## config.mk

```make
export PLATFORM = sky130hd
export DESIGN_NAME = hazard_ctrl_flat
export DESIGN_NICKNAME = d
export VERILOG_FILES = /design/src/rtl/hazard_ctrl_pkg.sv /design/src/rtl/hazard_ctrl_if.sv /design/src/rtl/hazard_tuse.sv /design/src/rtl/hazard_ctrl.sv /design/src/flat_wrapper.sv
export SDC_FILE = /design/constraint.sdc
export NUM_CORES = 1
export LEC_CHECK = 0
export BUFFER_PORTS_ARGS = -buffer_cell sky130_fd_sc_hd__buf_2
export CAP_MARGIN = 20
export CORE_MARGIN = 4
export CORE_UTILIZATION = 45
export DETAILED_ROUTE_END_ITERATION = 7
export PLACE_DENSITY = 0.88
export SLEW_MARGIN = 25
export SYNTH_ARGS = -nofsm -noshare
export SYNTH_HDL_FRONTEND = slang
export SYNTH_SLANG_ARGS = --single-unit
```

## constraint.sdc

```tcl
create_clock -name clk -period 1.8 [get_ports clk]
set_input_delay 0.27 -clock clk [delete_from_list [all_inputs] [get_ports clk]]
set_output_delay 0.27 -clock clk [all_outputs]
set_load 0.05 [all_outputs]
```

## src/rtl/hazard_ctrl_pkg.sv

```systemverilog
// hazard_ctrl_pkg: op classes, Tnew/Tuse constants and forward-select encodings shared by the P5 hazard unit
package hazard_ctrl_pkg;
   typedef logic [3:0] op_t;
   localparam op_t OP_NOP = 4'd0;
   localparam op_t OP_ADD = 4'd1;
   localparam op_t OP_SUB = 4'd2;
   localparam op_t OP_ORI = 4'd3;
   localparam op_t OP_BEQ = 4'd4;
   localparam op_t OP_LW  = 4'd5;
   localparam op_t OP_SW  = 4'd6;
   localparam op_t OP_LUI = 4'd7;
   localparam op_t OP_JAL = 4'd8;
   localparam op_t OP_JR  = 4'd9;
   localparam logic [1:0] TNEW_NONE = 2'd0;
   localparam logic [1:0] TNEW_ALU  = 2'd1;
   localparam logic [1:0] TNEW_LW   = 2'd2;
   localparam logic [1:0] TNEW_JAL  = 2'd0;
   localparam logic [1:0] TUSE_BR   = 2'd0;
   localparam logic [1:0] TUSE_ALU  = 2'd1;
   localparam logic [1:0] TUSE_ST   = 2'd2;
   localparam logic [1:0] FWD_D_RF  = 2'b00;
   localparam logic [1:0] FWD_D_E   = 2'b01;
   localparam logic [1:0] FWD_D_M   = 2'b10;
   localparam logic [1:0] FWD_D_W   = 2'b11;
   localparam logic [1:0] FWD_E_REG = 2'b00;
   localparam logic [1:0] FWD_E_M   = 2'b01;
   localparam logic [1:0] FWD_E_W   = 2'b10;
   localparam logic       FWD_M_REG = 1'b0;
   localparam logic       FWD_M_W   = 1'b1;
   typedef struct packed {
      logic       rs_used;
      logic       rt_used;
      logic [1:0] tuse_rs;
      logic [1:0] tuse_rt;
      logic [1:0] tnew;
      logic       wr;
   } tuse_t;
   function automatic logic [1:0] sat_dec(input logic [1:0] t);
      return (t == 2'd0) ? 2'd0 : t - 2'd1;
   endfunction
endpackage

```

## src/rtl/hazard_ctrl_if.sv

```systemverilog
// hazard_ctrl_if: decode-stage request (op class, A1/A2/A3) and the stall/forward selects returned to the datapath
interface hazard_ctrl_if #(
   parameter int REG_AW = 5
);
   logic [3:0]        d_op;
   logic [REG_AW-1:0] d_a1;
   logic [REG_AW-1:0] d_a2;
   logic [REG_AW-1:0] d_a3;
   logic              stall;
   logic [1:0]        fwd_d_rs;
   logic [1:0]        fwd_d_rt;
   logic [1:0]        fwd_e_rs;
   logic [1:0]        fwd_e_rt;
   logic              fwd_m_rt;
   modport master (
      output d_op, d_a1, d_a2, d_a3,
      input  stall, fwd_d_rs, fwd_d_rt, fwd_e_rs, fwd_e_rt, fwd_m_rt
   );
   modport slave (
      input  d_op, d_a1, d_a2, d_a3,
      output stall, fwd_d_rs, fwd_d_rt, fwd_e_rs, fwd_e_rt, fwd_m_rt
   );
endinterface

```

## src/rtl/hazard_tuse.sv

```systemverilog
// hazard_tuse: op class -> source use times, source-used flags, result latency and write flag
module hazard_tuse
   import hazard_ctrl_pkg::*;
(
   input  op_t   op,
   output tuse_t info
);
   // Branch/jump read registers in D, ALU/memory ops in E, store data in M
   always_comb begin
      info         = '0;
      info.rs_used = op inside {OP_ADD, OP_SUB, OP_ORI, OP_LW, OP_SW, OP_BEQ, OP_JR};
      info.rt_used = op inside {OP_ADD, OP_SUB, OP_SW, OP_BEQ};
      info.tuse_rs = (op == OP_BEQ || op == OP_JR) ? TUSE_BR : TUSE_ALU;
      info.tuse_rt = (op == OP_BEQ) ? TUSE_BR : (op == OP_SW) ? TUSE_ST : TUSE_ALU;
      info.wr      = op inside {OP_ADD, OP_SUB, OP_ORI, OP_LUI, OP_LW, OP_JAL};
      info.tnew    = (op == OP_LW) ? TNEW_LW : (op == OP_JAL) ? TNEW_JAL : info.wr ? TNEW_ALU : TNEW_NONE;
   end
endmodule

```

## src/rtl/hazard_ctrl.sv

```systemverilog
// hazard_ctrl: P5 stall/forward unit; define HAZARD_FWD_EN for full forwarding, otherwise a stall-only interlock
module hazard_ctrl #(
   parameter int REG_AW        = 5,
   parameter int USE_RF_BYPASS = 1
) (
   input logic          clk,
   input logic          reset,
   hazard_ctrl_if.slave hz
);
   import hazard_ctrl_pkg::*;
   localparam int E = 0;
   localparam int M = 1;
   localparam int W = 2;
`ifdef HAZARD_FWD_EN
   localparam bit FWD_EN = 1'b1;
`else
   localparam bit FWD_EN = 1'b0;
`endif
   localparam int N_STALL = (FWD_EN || USE_RF_BYPASS != 0) ? 2 : 3;
   localparam logic [REG_AW-1:0] A0 = '0;

   tuse_t                   dinfo;
   logic                    stall_c;
   logic [2:0][3:0]         op_q, op_d;
   logic [2:0][REG_AW-1:0]  a1_q, a1_d, a2_q, a2_d, a3_q, a3_d;
   logic [2:0][1:0]         tnew_q, tnew_d;
   logic                    unused_state;

   function automatic logic hit(input logic [REG_AW-1:0] a, input logic [REG_AW-1:0] b);
      return a != A0 && a == b;
   endfunction

   hazard_tuse u_tuse (.op(hz.d_op), .info(dinfo));

   // Stall when a used D source is still pending in E/M (without forwarding: any in-flight writer)
   always_comb begin
      stall_c = 1'b0;
      for (int i = 0; i < N_STALL; i++) begin
         stall_c |= dinfo.rs_used && hit(hz.d_a1, a3_q[i]) && (!FWD_EN || tnew_q[i] > dinfo.tuse_rs);
         stall_c |= dinfo.rt_used && hit(hz.d_a2, a3_q[i]) && (!FWD_EN || tnew_q[i] > dinfo.tuse_rt);
      end
      hz.stall = stall_c;
   end

`ifdef HAZARD_FWD_EN
   function automatic logic [1:0] pick_d(input logic [REG_AW-1:0] a, input logic [2:0][REG_AW-1:0] a3,
                                         input logic [2:0][1:0] tn);
      return hit(a, a3[E]) ? ((tn[E] == 2'd0) ? FWD_D_E : FWD_D_RF) :
             hit(a, a3[M]) ? ((tn[M] == 2'd0) ? FWD_D_M : FWD_D_RF) :
             (USE_RF_BYPASS == 0 && hit(a, a3[W])) ? FWD_D_W : FWD_D_RF;
   endfunction

   function automatic logic [1:0] pick_e(input logic [REG_AW-1:0] a, input logic [2:0][REG_AW-1:0] a3,
                                         input logic [2:0][1:0] tn);
      return hit(a, a3[M]) ? ((tn[M] == 2'd0) ? FWD_E_M : FWD_E_REG) :
             hit(a, a3[W]) ? FWD_E_W : FWD_E_REG;
   endfunction

   // Nearest matching writer decides; a still-pending match blocks older stages rather than forwarding
   always_comb begin
      hz.fwd_d_rs = pick_d(hz.d_a1, a3_q, tnew_q);
      hz.fwd_d_rt = pick_d(hz.d_a2, a3_q, tnew_q);
      hz.fwd_e_rs = pick_e(a1_q[E], a3_q, tnew_q);
      hz.fwd_e_rt = pick_e(a2_q[E], a3_q, tnew_q);
      hz.fwd_m_rt = (op_q[M] == OP_SW && hit(a2_q[M], a3_q[W])) ? FWD_M_W : FWD_M_REG;
   end
`else
   // Interlock-only build: every consumer reads its pipeline register
   always_comb begin
      hz.fwd_d_rs = FWD_D_RF;
      hz.fwd_d_rt = FWD_D_RF;
      hz.fwd_e_rs = FWD_E_REG;
      hz.fwd_e_rt = FWD_E_REG;
      hz.fwd_m_rt = FWD_M_REG;
   end
`endif

   // E takes the D op or a bubble; M and W follow with tnew counting down to zero
   always_comb begin
      op_d   = {op_q[M], op_q[E], stall_c ? OP_NOP : hz.d_op};
      a1_d   = {a1_q[M], a1_q[E], stall_c ? A0 : hz.d_a1};
      a2_d   = {a2_q[M], a2_q[E], stall_c ? A0 : hz.d_a2};
      a3_d   = {a3_q[M], a3_q[E], (stall_c || !dinfo.wr) ? A0 : hz.d_a3};
      tnew_d = {TNEW_NONE, sat_dec(tnew_q[E]), stall_c ? TNEW_NONE : dinfo.tnew};
   end

   // Shadow pipeline registers; reset drops every in-flight writer
   always_ff @(posedge clk) begin
      if (reset) begin
         op_q   <= {3{OP_NOP}};
         a1_q   <= '0;
         a2_q   <= '0;
         a3_q   <= '0;
         tnew_q <= '0;
      end else begin
         op_q   <= op_d;
         a1_q   <= a1_d;
         a2_q   <= a2_d;
         a3_q   <= a3_d;
         tnew_q <= tnew_d;
      end
   end

   assign unused_state = ^{op_q, a1_q, a2_q, tnew_q, dinfo};
endmodule
```

## src/flat_wrapper.sv

```systemverilog
// flat-port wrapper written by rule: the top's interface ports become plain ports
module hazard_ctrl_flat import hazard_ctrl_pkg::*;
#(
   parameter int REG_AW        = 5,
   parameter int USE_RF_BYPASS = 1
)
  (clk, reset, hz_d_op, hz_d_a1, hz_d_a2, hz_d_a3, hz_stall, hz_fwd_d_rs, hz_fwd_d_rt, hz_fwd_e_rs, hz_fwd_e_rt, hz_fwd_m_rt);
  hazard_ctrl_if #(.REG_AW(REG_AW)) hz_i ();
  input logic clk;
  input logic reset;
  input wire logic [$bits(hz_i.d_op)-1:0] hz_d_op;
  input wire logic [$bits(hz_i.d_a1)-1:0] hz_d_a1;
  input wire logic [$bits(hz_i.d_a2)-1:0] hz_d_a2;
  input wire logic [$bits(hz_i.d_a3)-1:0] hz_d_a3;
  output wire logic [$bits(hz_i.stall)-1:0] hz_stall;
  output wire logic [$bits(hz_i.fwd_d_rs)-1:0] hz_fwd_d_rs;
  output wire logic [$bits(hz_i.fwd_d_rt)-1:0] hz_fwd_d_rt;
  output wire logic [$bits(hz_i.fwd_e_rs)-1:0] hz_fwd_e_rs;
  output wire logic [$bits(hz_i.fwd_e_rt)-1:0] hz_fwd_e_rt;
  output wire logic [$bits(hz_i.fwd_m_rt)-1:0] hz_fwd_m_rt;
  assign hz_i.d_op = hz_d_op;
  assign hz_i.d_a1 = hz_d_a1;
  assign hz_i.d_a2 = hz_d_a2;
  assign hz_i.d_a3 = hz_d_a3;
  assign hz_stall = hz_i.stall;
  assign hz_fwd_d_rs = hz_i.fwd_d_rs;
  assign hz_fwd_d_rt = hz_i.fwd_d_rt;
  assign hz_fwd_e_rs = hz_i.fwd_e_rs;
  assign hz_fwd_e_rt = hz_i.fwd_e_rt;
  assign hz_fwd_m_rt = hz_i.fwd_m_rt;
  hazard_ctrl #(.REG_AW(REG_AW), .USE_RF_BYPASS(USE_RF_BYPASS)) u_core (.clk(clk), .reset(reset), .hz(hz_i));
endmodule
```

# Yosys cells after proc, flatten, opt, wreduce, memory -nomap -nowiden
# Index checks and enable logic that the tools add are counted.
[op_classes]
n_eq_ne = 13
reduce_logical = 16
bitwise = 3
[op_table]
columns = ["operator", "n"]
rows = [
  ["5-bit equality test", 4],
  ["4-bit by 3-bit equality test with 1-bit output (second input constant)", 4],
  ["5-bit nonzero test", 2],
  ["4-bit by 2-bit equality test with 1-bit output (second input constant)", 2],
  ["4-bit equality test (second input constant)", 2],
  ["1-bit logical AND", 8],
  ["7-bit nonzero test", 1],
  ["6-bit nonzero test", 1],
  ["4-bit by 1-bit equality test with 1-bit output (second input constant)", 1],
  ["4-bit nonzero test", 1],
  ["1-bit OR", 3],
  ["2-bit OR reduction", 1],
  ["1-bit logical NOT", 1],
  ["1-bit logical OR", 1],
]
[totals]
regBits = 10
in_bits = 21

# Longest topological paths before layout
[depth]
depth_word = 8
mapped_depth = 5
mapped_depth_nobuf = 5

# By module
# Synthesis repeated with hierarchy kept, for this count alone.
[unflattened]
cells_unflattened = 91
hier_area_um2 = 753.2
[modules_own_cells]
columns = ["mod", "instances", "seq_area_each_um2", "area_per_inst_um2", "cells_per_inst"]
rows = [
  ["hazard_ctrl", 1, 200.2, 604.3, 67],
  ["hazard_tuse", 1, 0.0, 148.9, 24],
]

# Worst setup path before layout
# Ideal clock, no wire load.
[synth_path]
kind = "reg-to-output"
from = "register u_core.a3_q, in the netlist u_core.a3_d[8]"
to = "output hz_stall"
setup_slack_ps = -97
t_required_ps = 1530
path_buffers = 0
t_arrival_ps = 1627
path_stages_with_launch = 5
path_cell_list = "dfxtp_1 xor2_1 nor3_1 a22oi_1 o32ai_2"
[synth_via]
elab_chain_len = 6
word_cells_on_any_way = 9
classes_between = "2 x eq/ne; 3 x bitwise; 4 x reduce/logical"
[synth_rtl]
columns = ["item", "line", "source"]
rows = [
  ["start, declared", "hazard_ctrl.sv:25", "logic [2:0][REG_AW-1:0] a1_q, a1_d, a2_q, a2_d, a3_q, a3_d;"],
  ["start signal, assigned", "hazard_ctrl.sv:93", "a3_q <= '0;"],
  ["start signal, assigned", "hazard_ctrl.sv:99", "a3_q <= a3_d;"],
  ["5-bit equality test", "hazard_ctrl.sv:30", "return a != A0 && a == b;"],
  ["1-bit logical AND", "hazard_ctrl.sv:30", ""],
  ["1-bit logical AND, on equally long branches", "hazard_ctrl.sv:39, hazard_ctrl.sv:40", ""],
  ["1-bit OR (*)", "hazard_ctrl.sv:40", "stall_c |= dinfo.rt_used && hit(hz.d_a2, a3_q[i]) && (!FWD_EN || tnew_q[i] > dinfo.tuse_rt);"],
  ["1-bit OR (*)", "hazard_ctrl.sv:39", "stall_c |= dinfo.rs_used && hit(hz.d_a1, a3_q[i]) && (!FWD_EN || tnew_q[i] > dinfo.tuse_rs);"],
  ["1-bit OR (*)", "hazard_ctrl.sv:40", ""],
  ["end, declared", "flat_wrapper.sv:15", "output wire logic [$bits(hz_i.stall)-1:0] hz_stall;"],
]
# Mark *: on every way between the ends. The rest lies on a longest branch, timed or not.

# Final worst setup path
[layout_path]
from = "register u_core.a3_q, in the netlist u_core.a3_d[14]"
to = "output hz_stall"
[layout_via]
elab_chain_len = 5
word_cells_on_any_way = 8
classes_between = "2 x eq/ne; 2 x bitwise; 4 x reduce/logical"
[layout_rtl]
columns = ["item", "line"]
rows = [
  ["5-bit equality test", "hazard_ctrl.sv:30"],
  ["1-bit logical AND", "hazard_ctrl.sv:30"],
  ["1-bit logical AND", "hazard_ctrl.sv:39"],
  ["1-bit OR", "hazard_ctrl.sv:39"],
  ["1-bit OR (*)", "hazard_ctrl.sv:40"],
]
# Marks and branches as above.

==> results.sh <==
export IMPL_p_switching_mw=0.1894
export IMPL_clock_skew_ps=1.184
export IMPL_grt_max_degree=7
export IMPL_critPathRequiredTime_ps=1530
export IMPL_setup_ws_ps=-38.54
export IMPL_gp_congestion=0.7785
export IMPL_synthTopCellsByArea="dfxtp_1, xor2_1, buf_4"
export IMPL_largest_reg_flops=10
export IMPL_io_buffers=21
export IMPL_clockBufferDepth=2
export IMPL_start_kind="register"
export IMPL_dieWidth_um=46.79
export IMPL_nFillCells=129
export IMPL_postCtsSetupRepairBufs=0
export IMPL_clkLatencyLatePin_ps=260
export IMPL_fin_hold_ws_ps=215.8
export IMPL_drv_slew=0
export IMPL_power_frac_seq_pct=39.9
export IMPL_ys_types=18
export IMPL_drive_gt1_share_pct=37.74
export IMPL_pwr_share_clk_pct=32.9
export IMPL_synth_top_area_share_pct=29.57
export IMPL_cts_tree="built"
export IMPL_hold_violations=0
export IMPL_p_leak_nw=0.4296
export IMPL_cts_root_buf="clkbuf_4"
export IMPL_postCtsHoldBufs=0
export IMPL_arrival_ps=1570
export IMPL_cap_viol_max_count=0
export IMPL_drc=0
export IMPL_hold_class="primary input to register"
export IMPL_grt_usage_pct=16.47
export IMPL_area_growth_synth_to_final_pct=27.91
export IMPL_die_area_um2=2189
export IMPL_dp_worst_setup_slack_ps=-17.45
export IMPL_antenna_found_initial=0
export IMPL_setup_viol=1
export IMPL_peakVddDrop_mv=0.6411
export IMPL_grt_pass1_vias=595
export IMPL_chipHeight_um=46.79
export IMPL_grt_pass1_wl_mm=2.449
export IMPL_power_switching_share_pct=31.40
export IMPL_path_max_fanout=2
export IMPL_cts_clk_slew_worst_paths_ps=60
export IMPL_cts_buffers=3
export IMPL_syn_inst=78
export IMPL_yosys_area_top_type="dfxtp_1"
export IMPL_violations="setup timing"
export IMPL_via_per_inst=4.884
export IMPL_via_count=591
export IMPL_wl_mm=1.519
export IMPL_status="finished, violations left"
export IMPL_pin_count=31
export IMPL_syn_cell_area_um2=676.9
export IMPL_max_freq_mhz=543.9
export IMPL_ant_nets=0
export IMPL_hpwlAfterDp_mm=1.336
export IMPL_core_area_um2=1366
export IMPL_period_share_pct=102.1
export IMPL_powerDensity_nw_per_um2=696.6
export IMPL_yosysWarnings=0
export IMPL_path_class="register to primary output"
export IMPL_crit_path_end_kind="primary output"
export IMPL_pwr_share_comb_pct=27.2
export IMPL_num_rows=13
export IMPL_syn_area_per_cell_um2=8.678
export IMPL_final_cell_mix="xor2_1, buf_2, nor2_1"
export IMPL_drtPass1Iterations=1
export IMPL_numClockSinks=10
export IMPL_first_iter_violations=0
export IMPL_post_drt_wl_per_cell_um=12.55
export IMPL_diodes=0
export IMPL_fin_crit_ps=1839
export IMPL_p_int_mw=0.4138
export IMPL_fin_nets=128
export IMPL_synth_seq_cells=10
export IMPL_ys_seq_area_share_pct=29.57
export IMPL_overflow=0
export IMPL_initial_core_util_pct=49.54
export IMPL_cts_max_level=1
export IMPL_rsz0062_at_grt="true"
==> worst paths after layout <==
check	startpoint	endpoint	slack, ps	cells after the start
worst max-delay path	u_core.a3_d[14]	hz_stall	-40	5
worst min-delay path	hz_d_a3[4]	u_core.a3_d[9]	220	3
worst max register to register	u_core.a3_d[14]	u_core.a3_d[6]	370	6
worst min register to register	u_core.a3_d[9]	u_core.a3_d[14]	510	1
==> what timing repair did <==
item,4_1_cts,5_1_grt
gates resized for setup,3,5
pin swaps,2,2
setup endpoints to repair,1,1
==> through the flow <==
stage               instance area, um2  setup TNS [ps]  power, mW  cells  util [%]
finish                           865.8          -38.54     0.6031    121     63.37
global route                     865.8          -119.9     0.6386    121     63.37
CTS                              848.3          -105.5     0.6056    121     62.09
detailed placement               804.5          -17.45     0.4031    117     58.88
global placement                 804.5               0     0.3958    117     58.88
floorplan                        718.2               0     0.3617     86         -
==> logic make-up after synthesis <==
logic type | Yosys count | synth area share, %
other cells | 1 | 0.5540
buf+inv | 9 | 9.981
xor+xnor | 20 | 25.88
simple gates | 30 | 21.81
flops | 10 | 29.57
compound gates | 8 | 12.20
==> layer usage <==
| metal | GRT usage [%] | share of wire, % |
|---|---|---|
| met4 | 12.15 | 2.6 |
| met1 | 16.98 | 36 |
| met5 | 0 | 0 |
| met2 | 29.81 | 55 |
| met3 | 2.299 | 6.3 |
==> power groups by stage <==
stage / sequential, mW / combinational [mW] / clock, mW
5_1_grt: 0.242 / 0.179 / 0.217
3_5_place_dp: 0.245 / 0.158 / 0
3_3_place_gp: 0.244 / 0.152 / 0
2_1_floorplan: 0.242 / 0.120 / 0
4_1_cts: 0.240 / 0.160 / 0.205
6_report: 0.241 / 0.164 / 0.198
==> layout make-up <==
cell class	instances	area, um2	share of cell area (%)
sequential	10	203.9	23.55
tap	15	18.77	2.168
clock buffer	4	36.28	4.191
timing repair buffer	25	141.4	16.33
multi-input combinational	67	465.4	53.76
==> worst max-delay path, stage by stage, from the launching register on <==
cell	delay, ps
dfxtp_2	330
xor2_1	150
nor3_2	200
a22oi_2	120
o32ai_4	310
buf_6	200
==> Yosys cell counts (all sizes together) <==
master   count
conb         1
nand2        7
buf          9
or3          1
nor2b        5
o32ai        1
a22oi        2
dfxtp       10
nor3         4
or4          2
nor2        10
o2111ai      1
xor2        20
o21ai        1
a221oi       1
a21o         1
nand2b       1
o211ai       1
(Power assumes the default switching activity.)
